<file path="config.mk">
export PLATFORM = sky130hd
export DESIGN_NAME = boot_mode_ctrl
export DESIGN_NICKNAME = d
export VERILOG_FILES = /design/src/rtl/boot_mode_ctrl.sv
export SDC_FILE = /design/constraint.sdc
export NUM_CORES = 1
export LEC_CHECK = 0
export CORE_MARGIN = 4
export CORE_UTILIZATION = 45
export CTS_CLUSTER_DIAMETER = 100
export CTS_CLUSTER_SIZE = 8
export DETAILED_ROUTE_END_ITERATION = 10
export PLACE_DENSITY = 0.7
export SKIP_LAST_GASP = 1
export SLEW_MARGIN = 20
export SYNTH_ARGS = -nofsm -noshare
export SYNTH_HDL_FRONTEND = slang
export SYNTH_SLANG_ARGS = --single-unit
export TNS_END_PERCENT = 50
</file>
<file path="constraint.sdc">
create_clock -name fpga_clk -period 2.9 [get_ports fpga_clk]
set_input_delay 0.725 -clock fpga_clk [delete_from_list [all_inputs] [get_ports fpga_clk]]
set_output_delay 0.725 -clock fpga_clk [all_outputs]
set_load 0.02 [all_outputs]
</file>
<file path="src/rtl/boot_mode_ctrl.sv">
// Boot-mode sequencer: debounces the program/run buttons, owns the UART
// programmer and CPU resets, steers programmer writes and times out stalled loads.
module boot_mode_ctrl #(
    parameter int DEBOUNCE_CYCLES = 200000,
    parameter int DB_W            = 18,
    parameter int TIMEOUT_CYCLES  = 50000000,
    parameter int TO_W            = 26,
    parameter int HOLD_CYCLES     = 16,
    parameter int CNT_W           = 16
) (
    input  logic             fpga_clk,
    input  logic             fpga_rst,
    input  logic             upg_btn,
    input  logic             run_btn,
    input  logic             upg_wen_i,
    input  logic [14:0]      upg_adr_i,
    input  logic             upg_done_i,
    output logic             upg_rst_o,
    output logic             cpu_rst_o,
    output logic             imem_wen_o,
    output logic             dmem_wen_o,
    output logic [13:0]      mem_adr_o,
    output logic [CNT_W-1:0] word_cnt_o,
    output logic [1:0]       mode_o,
    output logic             timeout_o
);

    localparam int HOLD_W = (HOLD_CYCLES > 1) ? $clog2(HOLD_CYCLES) : 1;
    localparam logic [DB_W-1:0]   DB_LAST   = DB_W'(DEBOUNCE_CYCLES - 1);
    localparam logic [TO_W-1:0]   TO_LAST   = TO_W'(TIMEOUT_CYCLES - 1);
    localparam logic [HOLD_W-1:0] HOLD_LAST = HOLD_W'(HOLD_CYCLES - 1);

    typedef enum logic [2:0] {
        ST_RUN  = 3'd0,
        ST_ARM  = 3'd1,
        ST_LOAD = 3'd2,
        ST_HOLD = 3'd3,
        ST_ERR  = 3'd4
    } state_e;

    // Button index 0 is upg_btn, index 1 is run_btn.
    logic [1:0]      sync1_q, sync2_q, filt_q, filt_d, press;
    logic [DB_W-1:0] dbcnt_q [2];
    logic [DB_W-1:0] dbcnt_d [2];

    state_e            state_q, state_d;
    logic [HOLD_W-1:0] hold_q, hold_d;
    logic [TO_W-1:0]   to_q, to_d;
    logic [CNT_W-1:0]  cnt_q, cnt_d;
    logic              loading, accept;

    always_ff @(posedge fpga_clk or posedge fpga_rst) begin
        if (fpga_rst) begin
            sync1_q <= '0;
            sync2_q <= '0;
            filt_q  <= '0;
            for (int i = 0; i < 2; i++) dbcnt_q[i] <= '0;
            state_q <= ST_HOLD;
            hold_q  <= '0;
            to_q    <= '0;
            cnt_q   <= '0;
        end else begin
            sync1_q <= {run_btn, upg_btn};
            sync2_q <= sync1_q;
            filt_q  <= filt_d;
            for (int i = 0; i < 2; i++) dbcnt_q[i] <= dbcnt_d[i];
            state_q <= state_d;
            hold_q  <= hold_d;
            to_q    <= to_d;
            cnt_q   <= cnt_d;
        end
    end

    // The filtered level only flips once the synchronised input has disagreed
    // with it for DEBOUNCE_CYCLES samples in a row; the press pulse rides that flip.
    always_comb begin
        filt_d = filt_q;
        press  = '0;
        for (int i = 0; i < 2; i++) begin
            dbcnt_d[i] = dbcnt_q[i];
            if (sync2_q[i] == filt_q[i]) begin
                dbcnt_d[i] = '0;
            end else if (dbcnt_q[i] == DB_LAST) begin
                dbcnt_d[i] = '0;
                filt_d[i]  = sync2_q[i];
                press[i]   = sync2_q[i];
            end else begin
                dbcnt_d[i] = dbcnt_q[i] + DB_W'(1);
            end
        end
    end

    assign loading = (state_q == ST_ARM) || (state_q == ST_LOAD);
    assign accept  = loading && upg_wen_i;

    always_comb begin
        state_d = state_q;
        hold_d  = '0;
        to_d    = '0;
        cnt_d   = cnt_q;
        if (accept && (cnt_q != {CNT_W{1'b1}})) cnt_d = cnt_q + CNT_W'(1);
        unique case (state_q)
            ST_RUN: begin
                if (press[0]) begin
                    state_d = ST_ARM;
                    cnt_d   = '0;
                end
            end
            ST_ARM: begin
                to_d = to_q + TO_W'(1);
                if (upg_done_i || press[1]) begin
                    state_d = ST_HOLD;
                end else if (upg_wen_i) begin
                    state_d = ST_LOAD;
                    to_d    = '0;
                end else if (to_q == TO_LAST) begin
                    state_d = ST_ERR;
                end
            end
            ST_LOAD: begin
                to_d = upg_wen_i ? '0 : to_q + TO_W'(1);
                if (upg_done_i || press[1]) begin
                    state_d = ST_HOLD;
                end else if (!upg_wen_i && (to_q == TO_LAST)) begin
                    state_d = ST_ERR;
                end
            end
            ST_HOLD: begin
                if (hold_q == HOLD_LAST) state_d = ST_RUN;
                else                     hold_d  = hold_q + HOLD_W'(1);
            end
            ST_ERR: begin
                // A simultaneous upg press takes priority over run.
                if (press[0]) begin
                    state_d = ST_ARM;
                    cnt_d   = '0;
                end else if (press[1]) begin
                    state_d = ST_HOLD;
                end
            end
            default: state_d = ST_HOLD;
        endcase
    end

    always_comb begin
        mode_o = 2'd2;
        unique case (state_q)
            ST_RUN:          mode_o = 2'd0;
            ST_ARM, ST_LOAD: mode_o = 2'd1;
            ST_HOLD:         mode_o = 2'd2;
            ST_ERR:          mode_o = 2'd3;
            default:         mode_o = 2'd2;
        endcase
    end

    assign upg_rst_o  = !loading;
    assign cpu_rst_o  = (state_q != ST_RUN);
    assign timeout_o  = (state_q == ST_ERR);
    assign imem_wen_o = accept && !upg_adr_i[14];
    assign dmem_wen_o = accept && upg_adr_i[14];
    assign mem_adr_o  = upg_adr_i[13:0];
    assign word_cnt_o = cnt_q;

endmodule
</file>
==> metrics.md <==
| Metric | Value |
|---|---|
| Die ar. | `11880 sq um` |
| Height of the die | `109.0 um` |
| Starting Density | `46.51%` |
| Buf+Inv Stages, Crit Path | `2` |
| Total core area | `9864 sq um` |
| Fin. Hold Viols | `0` |
| Capture point of the worst reg-to-reg path | `state_q[1]` |
| Slowest CP cell | `clkdlybuf4s50_1` |
| Area grow syn2layout | `13.06%` |
| Most frequent CP cell | `clkdlybuf4s50_1` |
| WL/cell | `13.40 um` |
| CTS tree | `done` |
| Syn Std Cell Area | `4588 sq um` |
| Peak supply drop | `0.2768 mV` |
| Total grt overflow | `0` |
| R2r setup slk | `750 ps` |
| Register area share after synthesis | `49.69%` |
| Worst Path Arrival | `2090 ps` |
| PostCTS Resize Cnt | `0` |
| Drt pass-1 iters | `4` |
| Final setup violation count | `0` |
| Fraction of registers with async set/reset | `100.0%` |
| RSZ-0062 raised after global routing | `no` |
| Worst Setup Start Kind | `input pin` |
| Row cnt | `36` |
| TritonCTS Buffers | `9` |
| Synthesized net count | `491` |
| Root Driver | `clkbuf_8` |
| H-tree depth | `3` |
| Worst-Skew Late Latency | `360 ps` |
| Vias per cell | `5.250` |
| Worst hold margin | `353.4 ps` |
| WHS Path Cells | `0` |
| Bufs on Longest Clock Path | `2` |
| GRT Util Overall | `15.61%` |
| # hold bufs at CTS | `0` |
| Setup TNS | `0 ps` |
| Max Cap Viol | `0` |
| Reg2Reg Depth | `6` |
| First-pass GRT wire length | `15050 um` |
| Port Buffer Count | `29` |
| Synthesized flop and latch total | `91` |
| YS warnings | `0` |
| Ys flop type | `dfrtp_1` |
| Min-Delay Path Class | `flip-flop to flip-flop` |
| Layout cells sized above 1 | `8.081%` |
| CP required | `2170 ps` |
| Final HPWL DP | `6048 um` |
| Leakage | `2.178 nW` |
| Synth Area per Inst | `9.867 sq um` |
| Crit Path Class | `input pin to output pin` |
| Top delay family on crit path | `buffers and inverters` |
| Worst-path maximum fanout | `3` |
| DR iter-0 viols | `124` |
| Hold wc startpoint | `sync1_q[0]` |
| Max-slew violations | `0` |
| Number of distinct library cells after synthesis | `52` |
| Final Wtd Congestion | `0.8204` |
| Nets | `516` |
| Worst-path cell chain | `clkdlybuf4s50_1, nand3b_4, nor2_1, clkdlybuf4s50_1` |
| Antenna Violating Nets Remaining | `0` |
| Mapped Cells | `465` |
| Flip-flop and latch area | `2280 sq um` |
| Post-CTS Setup Repair Bufs | `0` |
| Initial antenna violation count | `0` |
| CTS Sinks | `91` |
| Commonest non-fill, non-tap cell in the layout | `nor2_1` |
| Hold Path End | `sync2_q[0]` |
| Final Cycle Share | `97.23%` |
| DR vias | `3297` |
| Worst r2r src | `dbcnt_q[14]` |
| Routed Wire Length | `8413 um` |
| CP max stage delay | `630 ps` |
| Worst-Margin Slew | `718.8 ps` |
| Slew HR | `51.98%` |
| Status | `complete, no violations` |
| Fin crit period | `2820 ps` |
| Clock skew | `12.46 ps` |
| PD cells | `429.9 nW/um^2` |
| Clock slew at reported path FFs | `80 ps` |
| Pin count of the biggest net entering global routing | `33` |
| Fmax | `354.7 MHz` |
| Chip width | `109.0 um` |
| Fillers | `882` |
| Vias in the first global route | `3318` |
| Number of synthesized flops with an enable pin | `0` |
| Area of the multi-input gates | `2133 sq um` |
| Ports | `58` |
| Most frequent cells in the layout | `nor2_1 (94), dfrtp_1 (89), xor2_1 (48)` |
| DRC viols | `0` |
| Critical Path End Type | `output pin` |
| # diodes | `0` |
power by group:
part           switching, mW  internal (mW)  total, mW
clock network          0.448          0.425      0.874
logic                 0.0474         0.0253     0.0727
registers            0.00650           1.28       1.28
total                  0.502           1.73       2.23
through the flow:
stage	worst slack, ps	util [%]	total power, mW	cell area [sq um]	cells
after floorplan	701.7	-	1.377	4592	465
after global placement	144.7	50.53	1.381	4985	612
after detailed placement	74.29	50.53	1.385	4985	612
after CTS	66.79	52.59	2.269	5187	628
after global routing	17.21	52.59	2.326	5187	628
final	80.33	52.59	2.230	5187	628
cell usage after synthesis, types with 2 or more instances:
cell type / number / area share, %
ha_1: 5 / 1.4
nor3_1: 4 / 0.44
nand2_1: 26 / 2.1
a31oi_1: 2 / 0.27
or3_1: 7 / 0.95
mux2_2: 2 / 0.49
nor4b_1: 3 / 0.57
buf_2: 5 / 0.55
nor2_1: 94 / 7.7
and4_4: 2 / 0.49
xor2_1: 48 / 9.2
xnor2_1: 23 / 4.4
nand4_1: 22 / 3.0
nor2b_1: 4 / 0.55
clkbuf_1: 3 / 0.25
a21oi_1: 7 / 0.76
and3_1: 12 / 1.6
o21ai_0: 8 / 0.87
buf_4: 15 / 2.5
nand3_1: 35 / 3.8
and4_1: 6 / 1.1
and2_1: 4 / 0.55
nand2b_1: 2 / 0.27
nor4bb_1: 2 / 0.44
dfstp_2: 2 / 1.1
inv_1: 7 / 0.57
dfrtp_1: 89 / 49
o21ai_1: 2 / 0.22
worst max-delay path by stage:
stage / from / slack, ps / end / depth (start not counted)
4_1_cts: upg_wen_i / 70 / dmem_wen_o / 4
6_report: upg_wen_i / 80 / dmem_wen_o / 4
2_1_floorplan: state_q[1] / 700 / mode_o[0] / 5
3_5_place_dp: upg_wen_i / 70 / dmem_wen_o / 4
5_1_grt: state_q[1] / 20 / mode_o[0] / 4
3_3_place_gp: upg_wen_i / 140 / imem_wen_o / 4
cell type report:
cell class | count | area share [%]
well taps | 133 | 3.208
flip-flops and latches | 91 | 43.95
inverters | 7 | 0.5789
clock buffers | 11 | 2.726
repair buffers | 37 | 7.236
clock inverters | 5 | 1.182
multi-input cells | 344 | 41.12
registers in the layout (all words and copies together), names as in the netlist:
signal      cells
sync1_q         2
dbcnt_q        36
sync2_q         2
state_q         3
word_cnt_o     16
hold_q          4
to_q           26
filt_q          2
kinds of logic (layout without fill, tap and decap cells):
logic type / Yosys count / count (layout) / synth area share, %
adders and majority gates: 5 / 5 / 1.364
DFF: 91 / 91 / 49.69
muxes: 3 / 3 / 0.7090
AOI/OAI and AO/OA: 30 / 30 / 4.418
buffers and inverters: 30 / 60 / 3.818
and+or+nand+nor: 235 / 235 / 26.45
xor gates and xnor gates: 71 / 71 / 13.55
routing by layer:
layer  vias to the layer above  wire, um  GRT usage, %
met5                         -         0             0
met4                         0        73         4.418
met3                         9       307         3.612
met2                        62      4182         26.49
met1                      1593      3850         19.94
li1                       1633         -             -
Power figures use the tool's default switching activity.
